===== src/rtl/rgb_dither_pkg.sv =====
// Shared constants for the RGB dither output stage.
// Bayer 2x2 thresholds, channel widths and saturation limit.
package rgb_dither_pkg;

  localparam int IN_W  = 6;
  localparam int OUT_W = 3;

  localparam logic [IN_W:0] SAT_LIM = 7'd63;

  localparam logic [2:0] BAYER_00 = 3'd0;
  localparam logic [2:0] BAYER_01 = 3'd4;
  localparam logic [2:0] BAYER_10 = 3'd6;
  localparam logic [2:0] BAYER_11 = 3'd2;

  function automatic logic [2:0] bayer_t(
    input logic y,
    input logic x
  );
    logic [2:0] t;
    case ({y, x})
      2'b00:   t = BAYER_00;
      2'b01:   t = BAYER_01;
      2'b10:   t = BAYER_10;
      default: t = BAYER_11;
    endcase
    return t;
  endfunction

endpackage


===== src/rtl/rgb_dither_out_ch.sv =====
// dither_ch: one colour channel of the second pipeline stage.
// Ports: c_i colour, t_i threshold, blank_i, c_o 3-bit result.
module dither_ch
  import rgb_dither_pkg::*;
(
  input  logic [IN_W-1:0]  c_i,
  input  logic [2:0]       t_i,
  input  logic             blank_i,
  output logic [OUT_W-1:0] c_o
);

  logic [IN_W:0] s;

  always_comb begin
    s   = {1'b0, c_i} + {{(IN_W-2){1'b0}}, t_i};
    c_o = s[IN_W-1:IN_W-OUT_W];
    // Clamp instead of letting bit 6 wrap the top bits.
    if (s > SAT_LIM) c_o = '1;
    if (blank_i)     c_o = '0;
  end

endmodule


===== src/rtl/rgb_dither_out.sv =====
// 6-bit to 3-bit RGB output stage with 2x2 ordered dither.
// Ports: clk_vga, reset, pix_ce, rgb/blank/sync in, 3-bit rgb and syncs out.
module rgb_dither_out
  import rgb_dither_pkg::*;
#(
  parameter bit HSYNC_ACT_LOW = 1'b1,
  parameter bit VSYNC_ACT_LOW = 1'b1,
  parameter bit TEMPORAL      = 1'b1
) (
  input  logic             clk_vga,
  input  logic             reset,
  input  logic             pix_ce,
  input  logic [IN_W-1:0]  r_in,
  input  logic [IN_W-1:0]  g_in,
  input  logic [IN_W-1:0]  b_in,
  input  logic             blank_in,
  input  logic             hsync_in,
  input  logic             vsync_in,
  input  logic             dither_en,
  output logic [OUT_W-1:0] r_out,
  output logic [OUT_W-1:0] g_out,
  output logic [OUT_W-1:0] b_out,
  output logic             hsync_out,
  output logic             vsync_out
);

  localparam logic HS_IDLE = HSYNC_ACT_LOW;
  localparam logic VS_IDLE = VSYNC_ACT_LOW;

  logic hs_q, hs_d, vs_q, vs_d;
  logic xp_q, xp_d, yp_q, yp_d;
  logic fp_q, fp_d;

  logic [IN_W-1:0] r1_q, r1_d;
  logic [IN_W-1:0] g1_q, g1_d;
  logic [IN_W-1:0] b1_q, b1_d;
  logic            bl1_q, bl1_d;
  logic            hs1_q, hs1_d;
  logic            vs1_q, vs1_d;
  logic [2:0]      t1_q, t1_d;

  logic [OUT_W-1:0] r2_q, r2_d;
  logic [OUT_W-1:0] g2_q, g2_d;
  logic [OUT_W-1:0] b2_q, b2_d;
  logic             hs2_q, hs2_d;
  logic             vs2_q, vs2_d;

  logic [OUT_W-1:0] r_dit, g_dit, b_dit;
  logic hs_edge, vs_edge;

  // Active-going edge: input active now, registered copy was idle.
  assign hs_edge = (hsync_in ^ HS_IDLE) & ~(hs_q ^ HS_IDLE);
  assign vs_edge = (vsync_in ^ VS_IDLE) & ~(vs_q ^ VS_IDLE);

  dither_ch u_r (
    .c_i(r1_q), .t_i(t1_q), .blank_i(bl1_q), .c_o(r_dit)
  );
  dither_ch u_g (
    .c_i(g1_q), .t_i(t1_q), .blank_i(bl1_q), .c_o(g_dit)
  );
  dither_ch u_b (
    .c_i(b1_q), .t_i(t1_q), .blank_i(bl1_q), .c_o(b_dit)
  );

  always_comb begin
    hs_d  = hs_q;
    vs_d  = vs_q;
    xp_d  = xp_q;
    yp_d  = yp_q;
    fp_d  = fp_q;
    r1_d  = r1_q;
    g1_d  = g1_q;
    b1_d  = b1_q;
    bl1_d = bl1_q;
    hs1_d = hs1_q;
    vs1_d = vs1_q;
    t1_d  = t1_q;
    r2_d  = r2_q;
    g2_d  = g2_q;
    b2_d  = b2_q;
    hs2_d = hs2_q;
    vs2_d = vs2_q;
    if (pix_ce) begin
      hs_d  = hsync_in;
      vs_d  = vsync_in;
      xp_d  = hs_edge ? 1'b0 : ~xp_q;
      if (vs_edge)      yp_d = 1'b0;
      else if (hs_edge) yp_d = ~yp_q;
      if (vs_edge && TEMPORAL) fp_d = ~fp_q;
      r1_d  = r_in;
      g1_d  = g_in;
      b1_d  = b_in;
      bl1_d = blank_in;
      hs1_d = hsync_in;
      vs1_d = vsync_in;
      t1_d  = dither_en ? bayer_t(yp_q, xp_q ^ fp_q) : 3'd0;
      r2_d  = r_dit;
      g2_d  = g_dit;
      b2_d  = b_dit;
      hs2_d = hs1_q;
      vs2_d = vs1_q;
    end
  end

  always_ff @(posedge clk_vga) begin
    if (reset) begin
      hs_q  <= HS_IDLE;
      vs_q  <= VS_IDLE;
      xp_q  <= 1'b0;
      yp_q  <= 1'b0;
      fp_q  <= 1'b0;
      r1_q  <= '0;
      g1_q  <= '0;
      b1_q  <= '0;
      bl1_q <= 1'b1;
      hs1_q <= HS_IDLE;
      vs1_q <= VS_IDLE;
      t1_q  <= '0;
      r2_q  <= '0;
      g2_q  <= '0;
      b2_q  <= '0;
      hs2_q <= HS_IDLE;
      vs2_q <= VS_IDLE;
    end else begin
      hs_q  <= hs_d;
      vs_q  <= vs_d;
      xp_q  <= xp_d;
      yp_q  <= yp_d;
      fp_q  <= fp_d;
      r1_q  <= r1_d;
      g1_q  <= g1_d;
      b1_q  <= b1_d;
      bl1_q <= bl1_d;
      hs1_q <= hs1_d;
      vs1_q <= vs1_d;
      t1_q  <= t1_d;
      r2_q  <= r2_d;
      g2_q  <= g2_d;
      b2_q  <= b2_d;
      hs2_q <= hs2_d;
      vs2_q <= vs2_d;
    end
  end

  assign r_out     = r2_q;
  assign g_out     = g2_q;
  assign b_out     = b2_q;
  assign hsync_out = hs2_q;
  assign vsync_out = vs2_q;

endmodule


===== config.mk =====
export PLATFORM = sky130hd
export DESIGN_NAME = rgb_dither_out
export DESIGN_NICKNAME = d
export VERILOG_FILES = /design/src/rtl/rgb_dither_pkg.sv /design/src/rtl/rgb_dither_out_ch.sv /design/src/rtl/rgb_dither_out.sv
export SDC_FILE = /design/constraint.sdc
export NUM_CORES = 1
export LEC_CHECK = 0
export BUFFER_PORTS_ARGS = -buffer_cell sky130_fd_sc_hd__buf_4
export CAP_MARGIN = 20
export CORE_MARGIN = 8
export CORE_UTILIZATION = 50
export CTS_CLUSTER_SIZE = 20
export DETAILED_ROUTE_END_ITERATION = 12
export GPL_TIMING_DRIVEN = 0
export PLACE_DENSITY = 0.83
export SYNTH_ARGS = -nofsm -noshare
export SYNTH_HDL_FRONTEND = slang
export SYNTH_HIERARCHICAL = 1
export SYNTH_SLANG_ARGS = --single-unit

===== constraint.sdc =====
create_clock -name clk_vga -period 1.6 [get_ports clk_vga]
set_input_delay 0.32 -clock clk_vga [delete_from_list [all_inputs] [get_ports clk_vga]]
set_output_delay 0.32 -clock clk_vga [all_outputs]
set_load 0.1 [all_outputs]

# Yosys cells after proc, flatten, opt, wreduce, memory -nomap -nowiden

Cells that the tools add are included.

Add/sub/neg operators: 3
Order comparisons: 3
Equality and inequality tests: 2
Muxes and demuxes: 11
Bitwise gates (word level): 8
Reductions and logical operators: 4

Operator list:

| kind                                                                   | count |
|---|---|
| 6-bit by 3-bit adder with 7-bit output                                 | 3 |
| 7-bit by 6-bit > comparator with 1-bit output (second input constant)  | 3 |
| 3-bit 2-to-1 mux                                                       | 7 |
| 3-bit case mux with 3 select lines                                     | 1 |
| 1-bit inverter                                                         | 5 |
| 2-bit AND reduction                                                    | 2 |
| 1-bit 2-to-1 mux                                                       | 3 |
| 1-bit bitwise AND                                                      | 2 |
| 2-bit by 1-bit equality test with 1-bit output (second input constant) | 1 |
| 2-bit equality test (second input constant)                            | 1 |
| 2-bit zero test                                                        | 1 |
| 2-bit nonzero test                                                     | 1 |
| 1-bit XOR                                                              | 1 |

Register bits after elaboration: 38
Output and inout port bits: 11
Word-level logic and storage cells: 46

# Logic depth before layout (Yosys ltp)

Gate-level depths: netlist of run 1.

Depth in word-level cells: 4
Mapped depth: 9
Gate-level depth less buffers: 9

# By module

The synthesis of run 1 kept the hierarchy.

By module, submodules not included:

| module              | times used | cells an instance | area each (µm²) |
|---|---|---|---|
| rgb_dither_out      | 1          | 130               | 1391.3 |
| dither_ch (u_b ...) | 2          | 24                | 171.4 |
| dither_ch (u_r)     | 1          | 24                | 195.2 |

# Least setup slack after synthesis of run 1

OpenSTA, ideal clock, no wires.

Path type: reg-to-reg
From: register t1_q[1]
To: register b2_q[0], in the netlist b_out[0]
Setup time: 0.067 ns
Arrival: 1.604 ns
Data required time: 1.533 ns
Setup slack: -0.071 ns
Cell stages (with the launch flop): 9
Buffers on the path: 0
Clock period less this slack: 1.671 ns
Cell sequence: dfxtp_1 inv_1 fa_1 nor2b_1 nor2_1 o221a_2 nor3_1 mux2i_1 nor2_1

Word-level cells in the longest chain between the ends: 4

Ends and longest elaborated chain:

| item                                          | line                    | text |
|---|---|---|
| from (decl)                                   | rgb_dither_out.sv:40    | `logic [2:0] t1_q, t1_d;` |
| from (signal assigned)                        | rgb_dither_out.sv:136   | `t1_q <= t1_d;` |
| 6-bit by 3-bit adder with 7-bit output (*)    | rgb_dither_out_ch.sv:15 | `s = {1'b0, c_i} + {{(IN_W-2){1'b0}}, t_i};` |
| 7-bit by 6-bit > comparator with 1-bit output | rgb_dither_out_ch.sv:18 | `if (s > SAT_LIM) c_o = '1;` |
| 3-bit 2-to-1 mux (*)                          | rgb_dither_out_ch.sv:18 |  |
| 3-bit 2-to-1 mux (*)                          | rgb_dither_out_ch.sv:19 | `if (blank_i) c_o = '0;` |
| via b_dit[0]                                  | rgb_dither_out.sv:48    | `logic [OUT_W-1:0] r_dit, g_dit, b_dit;` |
| to (signal assigned)                          | rgb_dither_out.sv:121   | `b2_q <= '0;` |
| to (signal assigned)                          | rgb_dither_out.sv:139   | `b2_q <= b2_d;` |
| to (decl)                                     | rgb_dither_out.sv:44    | `logic [OUT_W-1:0] b2_q, b2_d;` |

The timed path passes the listed nets; every way through them passes the cells marked *.
A chain may end at the register's enable or synchronous reset.

# Worst setup path after layout of run 1

From: register g1_q[1]
To: register g2_q[0], in the netlist g_out[0]

Word-level cells in the longest chain between the ends: 4

Ends and longest elaborated chain:

| item                                          | line                    | text |
|---|---|---|
| from (decl)                                   | rgb_dither_out.sv:35    | `logic [IN_W-1:0] g1_q, g1_d;` |
| from (signal assigned)                        | rgb_dither_out.sv:131   | `g1_q <= g1_d;` |
| 6-bit by 3-bit adder with 7-bit output (*)    | rgb_dither_out_ch.sv:15 |  |
| 7-bit by 6-bit > comparator with 1-bit output | rgb_dither_out_ch.sv:18 |  |
| 3-bit 2-to-1 mux (*)                          | rgb_dither_out_ch.sv:18 |  |
| 3-bit 2-to-1 mux (*)                          | rgb_dither_out_ch.sv:19 |  |
| via g_dit[0]                                  | rgb_dither_out.sv:48    |  |
| to (signal assigned)                          | rgb_dither_out.sv:138   | `g2_q <= g2_d;` |
| to (decl)                                     | rgb_dither_out.sv:43    | `logic [OUT_W-1:0] g2_q, g2_d;` |

Marks and branches as above.

==> results of run 1 <==
==> cell type report <==
cell class	instances	area (sq um)	share of cell area (%)
Timing Repair Buffer	37	278	11.1
Clock buffer	5	68.8	2.74
Multi-Input combinational cell	149	1190	47.5
Tap cell	48	60.1	2.40
Clock inverter	3	65.1	2.59
Buffer	9	58.8	2.35
Inverter	9	33.8	1.35
Sequential cell	37	752	30.0
==> kinds of logic (layout without fill, tap and decap cells) <==
| group | count (synthesis) | count (layout) | share of synthesized area [%] |
|---|---|---|---|
| simple gates | 77 | 77 | 20.6 |
| flops | 37 | 37 | 38.4 |
| mux | 30 | 30 | 15.6 |
| compound gates | 25 | 25 | 9.79 |
| buf+inv | 18 | 63 | 4.80 |
| fa+ha+maj | 12 | 12 | 8.95 |
| xor+xnor | 2 | 2 | 1.69 |
| other cells | 1 | 3 | 0.194 |
==> where the power goes <==
part	leakage, nW	total [mW]	switching, mW	internal [mW]
registers	0.306	1.01	0.0502	0.965
clock network	0.0681	0.959	0.340	0.619
logic	0.693	0.315	0.159	0.155
==> final timing paths <==
kind / startpoint / to / slack [ns] / cells past startpoint
setup reg to reg: g1_q[1] / g_out[0] / -0.03 / 8
hold reg to reg: xp_q / xp_q / 0.50 / 2
hold / removal: blank_in / bl1_q / 0.24 / 2
setup / recovery: g1_q[1] / g_out[0] / -0.03 / 8
==> what timing repair did <==
item	in CTS	in global routing
buffers inserted	2	1
resized for setup	16	15
endpoints found under the hold margin	0	0
setup endpoints to repair	9	9
pin swaps	8	6
==> metal layers <==
metal  share of wire, %  global-route usage [%]
met3                6.8                    5.35
met5                  0                       0
met1                 44                    16.8
met2                 48                    22.9
met4                1.5                    4.63
==> synthesized netlist by cell type, types with 3 or more instances <==
master / n
inv_1: 9
nor2_1: 34
a211o_1: 5
fa_1: 3
nor2b_1: 9
nand2b_1: 7
mux2i_1: 30
ha_1: 9
nand2_1: 6
nor3_1: 10
dfxtp_1: 37
clkbuf_1: 3
o21ai_0: 3
a21oi_1: 9
==> worst max-delay path: stages, from the launching register on <==
cell and delay [ns]:
dfxtp_2 0.35, inv_1 0.07, fa_2 0.43, nor2b_4 0.15, nor2_1 0.06, o221a_2 0.23, nor3_2 0.11, mux2i_1 0.09
nor2_1 0.09
==> flip-flops by register name, indices dropped and copies added, names as in the netlist <==
register	flops
b1_q	6
hsync_out	1
vs1_q	1
t1_q	2
g_out	3
r_out	3
b_out	3
xp_q	1
bl1_q	1
g1_q	6
yp_q	1
hs1_q	1
vsync_out	1
r1_q	6
fp_q	1
==> results by group, run 1 <==
Clocking
  – CTS tree: built
  – H-tree depth: 2
  – Clk_lat worst skew: 0.29 ns
  – Sink Count: 37
  – Worst-path clk slew: 0.08 ns
  – # hold bufs at CTS: 0
  – Clock root cell: clkbuf_8
  – Cts bufs inserted: 5
  – Clk buf depth: 2

STA
  – Fin crit share: 102%
  – Setup Skew: 0.00703 ns
  – WHS: 0.241 ns
  – Min Tclk post-route: 1.63 ns
  – Slew @ Worst Pin: 0.566 ns
  – Worst slew margin: 62.2%
  – RSZ-0062 raised after global routing: yes
  – Setup_tns: -0.0727 ns
  – # setup viols final: 3
  – Final Slew Violations: 0
  – Final Hold Viols: 0
  – Setup slack after layout: -0.0344 ns
  – Maximum clock frequency: 612 MHz

Final layout
  – Share of layout cells above drive strength 1: about a third
  – Number of fill cells in the layout: 289
  – Commonest cells after routing, fill and taps aside: buf_4 (39), nor2_1 (34), dfxtp_1 (32)
  – Area delta synth->final: 30.0%
  – Nets: 285
  – Post-layout util: 68.0%
  – Layout Cells excl Fill: roughly 300
  – Post-route design area: 0.00251 sq mm
  – Commonest non-fill, non-tap cell in the layout: buf_4
  – Diode count: 0

Synthesis
  – Ys async rst share: 0%
  – Post-synth EDFFs: 0
  – Top FF cell, synth: dfxtp_1
  – Yosys cell types: 33
  – Synth warnings: 6
  – Register area share after synthesis: 38.4%
  – Top cells by area, synth: dfxtp_1 (38%), mux2i_1 (16%), nor2_1 (6.6%)
  – Mapped Area: 0.00193 sq mm
  – Average cell area after synthesis: approximately 9.6 sq um
  – Area share of the leading cell type in the synthesized netlist: 38.4%
  – Synthesized instance count: 202
  – Seq cells post-synth: 37
  – Largest area contributor in the netlist: dfxtp_1

Floorplanning
  – Initial Util: 52.3%
  – CORE AREA: 0.00369 sq mm
  – Chip Width: 78.1 um
  – Io pins: 36
  – Row count: 22
  – Die ar.: 0.00610 sq mm
  – Die Height: slightly below 80 um

Placement
  – Cells after DPL: 286
  – IO Port Bufs: 34
  – Post-Place Cell Area: 0.00226 sq mm
  – Gp weighted congestion: 0.820
  – DP HPWL: 2.86 mm
  – Setup WS pre-CTS: -0.181 ns

Critical path
  – Critical path class: flip-flop to flip-flop
  – Data required, critical path: approximately 1.8 ns
  – CP endpoint kind: flip-flop
  – CP Launch Type: flip-flop
  – Critical Path AT: 1.86 ns
  – CP max FO: 3

Power and ir drop
  – Power, Total: 2.29 mW
  – Leakage: 1.07 nW
  – Pwr Density: around 910 mW/mm^2
  – Worst vdd ir: about 770 uV

Routing
  – Drt pass-1 iters: 4
  – Antenna Nets Post-Route: 0
  – Vias per cell: 5.25
  – Remaining DRCs: 0
  – Wire length per cell: 14.2 um
  – Final wirelength: about 4.2 mm
  – Starting DRC count in detailed routing: 105
  – DR vias: 1560

Global route
  – Largest net degree at the start of global routing: 13
  – Total track usage: 14.1%
  – Global-route wire length before repair: 6.98 mm
  – Initial antenna violation count: 0
  – Vias in the first global route: 1541
  – Grt total ovfl: 0

Run status
  – Status: finished, violations left
  – Failing checks: setup timing

Job
  – MaxCap Viol Count: 0

Hold path
  – Hold/Removal Path Class: primary input to flip-flop
Power figures use the tool's default switching activity.
==> run 2, diff against run 1 <==
--- a/config.mk
+++ b/config.mk
@@ -10,3 +10,3 @@
 export CORE_MARGIN = 8
-export CORE_UTILIZATION = 50
+export CORE_UTILIZATION = 45
 export CTS_CLUSTER_SIZE = 20
@@ -14,3 +14,4 @@
 export GPL_TIMING_DRIVEN = 0
-export PLACE_DENSITY = 0.83
+export PLACE_DENSITY = 0.76
+export SLEW_MARGIN = 20
 export SYNTH_ARGS = -nofsm -noshare
--- a/constraint.sdc
+++ b/constraint.sdc
@@ -3,2 +3,2 @@
 set_output_delay 0.32 -clock clk_vga [all_outputs]
-set_load 0.1 [all_outputs]
+set_load 0.01 [all_outputs]
==> run 2 against run 1 <==
The run still ends with setup timing left. Worst setup slack worse by 0.0015 ns. Critical path depth stayed put. Hold slack worse by 0.0070 ns. Non-clock buffer count is 1 lower. Via count is 2.8% lower. Register-to-register slack hardly changed. Combinational power is 15% lower. First-iteration DRC count is 44% lower. Clock skew is 0.0027 ns lower. Maximum frequency hardly changed. Largest power group unchanged. Highest routed layer unchanged.
==> results by group, run 2 (synthesis gave the netlist of run 1 again) <==
Routing
  – Starting DRC count in detailed routing: 59 (-44%)
  – Final wirelength: 4.23 mm (unchanged)
  – Drt pass-1 iters: 4 (unchanged)
  – Wire length per cell: 14.1 um (-1.0%)
  – DR vias: 1517 (-2.8%)
  – Antenna Nets Post-Route: 0 (unchanged)
  – Vias per cell: 5.06 (-3.7%)
  – Remaining DRCs: 0 (unchanged)

STA
  – Setup slack after layout: -0.0358 ns (-0.00148 ns)
  – Final Hold Viols: 0 (unchanged)
  – Slew @ Worst Pin: 0.501 ns (-0.0650 ns)
  – Fin crit share: 102% (about the same)
  – Maximum clock frequency: 611 MHz (about the same)
  – Min Tclk post-route: 1.64 ns (+0.00148 ns)
  – # setup viols final: 3 (unchanged)
  – Worst slew margin: 66.6% (+4.4 points)
  – Final Slew Violations: 0 (unchanged)
  – Setup Skew: 0.00431 ns (-0.00272 ns)
  – RSZ-0062 raised after global routing: yes

Floorplanning
  – Chip Width: 81.5 um (+4.3%)
  – Io pins: 36 (unchanged)
  – Die Height: 81.5 um (+4.3%)
  – Row count: 24 (+9.1%)
  – CORE AREA: 0.00423 sq mm (+15%)
  – Die ar.: 0.00664 sq mm (+8.8%)
  – Initial Util: 45.6% (-6.7 points)

Hold path
  – Hold/Removal Path Class: primary input to flip-flop

Power and ir drop
  – Worst vdd ir: 517 uV (-33%)
  – Switching Power: 0.500 mW (-8.9%)
  – Pwr Density: 820 mW/mm^2 (-10%)
  – Power share of the clock group: 36.0% (-5.9 points)
  – Power, Total: 2.01 mW (-12%)
  – Sw frac: 24.9% (+0.93 points)
  – Leakage: 1.05 nW (-1.5%)
  – Combinational Power Share: 13.4% (-0.3 points)
  – Seq pwr share: 50.6% (+6.2 points)
  – Int Power: 1.51 mW (-13%)

Global route
  – Total track usage: 13.7% (-0.42 points)
  – Initial antenna violation count: 0 (unchanged)
  – Grt total ovfl: 0 (unchanged)
  – Largest net degree at the start of global routing: 12 (-1)
  – Global-route wire length before repair: 6.99 mm (+0.20%)
  – Vias in the first global route: 1511 (-1.9%)

Final layout
  – Biggest regs: b1_q: 6 flops, g1_q: 6 flops, r1_q: 6 flops
  – Share of layout cells above drive strength 1: 32.7% (-2.3 points)
  – Commonest non-fill, non-tap cell in the layout: buf_4
  – Diode count: 0 (unchanged)
  – Commonest cells after routing, fill and taps aside: buf_4 (37), nor2_1 (34), dfxtp_1 (32)
  – Area delta synth->final: 26.8%
  – Nets: 284 (-0.35%)

Critical path
  – CP cell instances: inv_2, fa_2, nor2b_4, o21ai_2, mux2i_1, nor2_1, mux2i_1, nor2_1
  – CP endpoint kind: flip-flop
  – Largest delay share family, worst path: flip-flops
  – Crit path largest cell delay: 0.41 ns (-0.02 ns)
  – CP Launch Type: flip-flop
  – Critical Path AT: 1.80 ns (-0.06 ns)
  – Crit path buf inv count: 1 (unchanged)
  – Data required, critical path: 1.77 ns (-0.06 ns)
  – Slowest stage cell on the critical path: dfxtp_4
  – Critical path class: flip-flop to flip-flop
  – CP max FO: 6 (+3)

Run status
  – Failing checks: setup timing
  – Status: finished, violations left

Clocking
  – Cts bufs inserted: 5 (unchanged)
  – # hold bufs at CTS: 0 (unchanged)
  – Worst-path clk slew: 0.07 ns (about the same)
  – H-tree depth: 2 (unchanged)
  – CTS tree: built
  – Clk buf depth: 2 (unchanged)
  – Clk_lat worst skew: 0.29 ns (about the same)
  – Sink Count: 37 (unchanged)
  – Clock root cell: clkbuf_8

Placement
  – Gp weighted congestion: 0.762 (-7.1%)
  – Setup WS pre-CTS: -0.202 ns (-0.0214 ns)
  – DP HPWL: 2.93 mm (+2.6%)
  – IO Port Bufs: 34 (unchanged)

Job
  – MaxCap Viol Count: 0 (unchanged)
run 2: cell types whose count changed in the layout (fill, tap and decap cells not counted), sizes merged:
cell    change
clkbuf      +2
buf         -1
bufinv      -2
run 2: power groups by stage:
stage	sequential [mW]	combinational, mW	clock (mW)
3_5_place_dp	1.03	0.254	0
4_1_cts	1.01	0.263	0.755
2_1_floorplan	1.02	0.170	0
6_report	1.01	0.269	0.722
3_3_place_gp	1.03	0.248	0
5_1_grt	1.02	0.297	0.791
run 2: final timing paths:
path | from | endpoint | cells past startpoint | slack, ns
worst max register to register | t1_q[1] | b_out[1] | 8 | -0.04
worst min register to register | xp_q | xp_q | 2 | 0.50
worst max-delay path | t1_q[1] | b_out[1] | 8 | -0.04
worst min-delay path | blank_in | bl1_q | 2 | 0.23
run 2: through the flow:
| step | setup TNS (ns) | hold WS [ns] | instances | util (%) | area, sq um |
|---|---|---|---|---|---|
| CTS | -0.0260 | 0.228 | 300 | 57.0 | 2410 |
| global placement | -1.06 | 0.478 | 290 | 53.3 | 2260 |
| floorplan | 0 | 0.442 | 204 | - | 1940 |
| detailed placement | -1.27 | 0.485 | 290 | 53.3 | 2260 |
| global route | -0.865 | 0.229 | 300 | 57.8 | 2450 |
| finish | -0.0535 | 0.234 | 300 | 57.8 | 2450 |
run 2: layout make-up:
cell class                      instances  area [sq um]
Clock buffer                            7          96.3
Multi-Input combinational cell        149          1160
Buffer                                  9          58.8
Clock inverter                          1          5.00
Tap cell                               52          65.1
Inverter                                9          33.8
Timing Repair Buffer                   36           274
Sequential cell                        37           749
Fill cell                             372          1790
run 2: routing by layer:
layer	vias up	global-route usage, %	routed length (um)
met5	-	0	0
met2	38	21.4	1920
met4	0	5.71	83
met1	693	16.4	1940
met3	9	5.47	283
li1	777	-	-
run 2: worst register-to-register path, delay by kind of cell, from the launching register on:
kind	cells	cell delay, ns
flops	1	0.41
fa+ha+maj	1	0.38
mux	2	0.33
simple gates	3	0.26
compound gates	1	0.08
buf+inv	1	0.05
run 2: timing repair:
| action | 4_1_cts | 5_1_grt |
|---|---|---|
| buffers inserted | 2 | 0 |
| pin swaps | 5 | 9 |
| setup endpoints to repair | 9 | 9 |
| gates resized for setup | 15 | 12 |
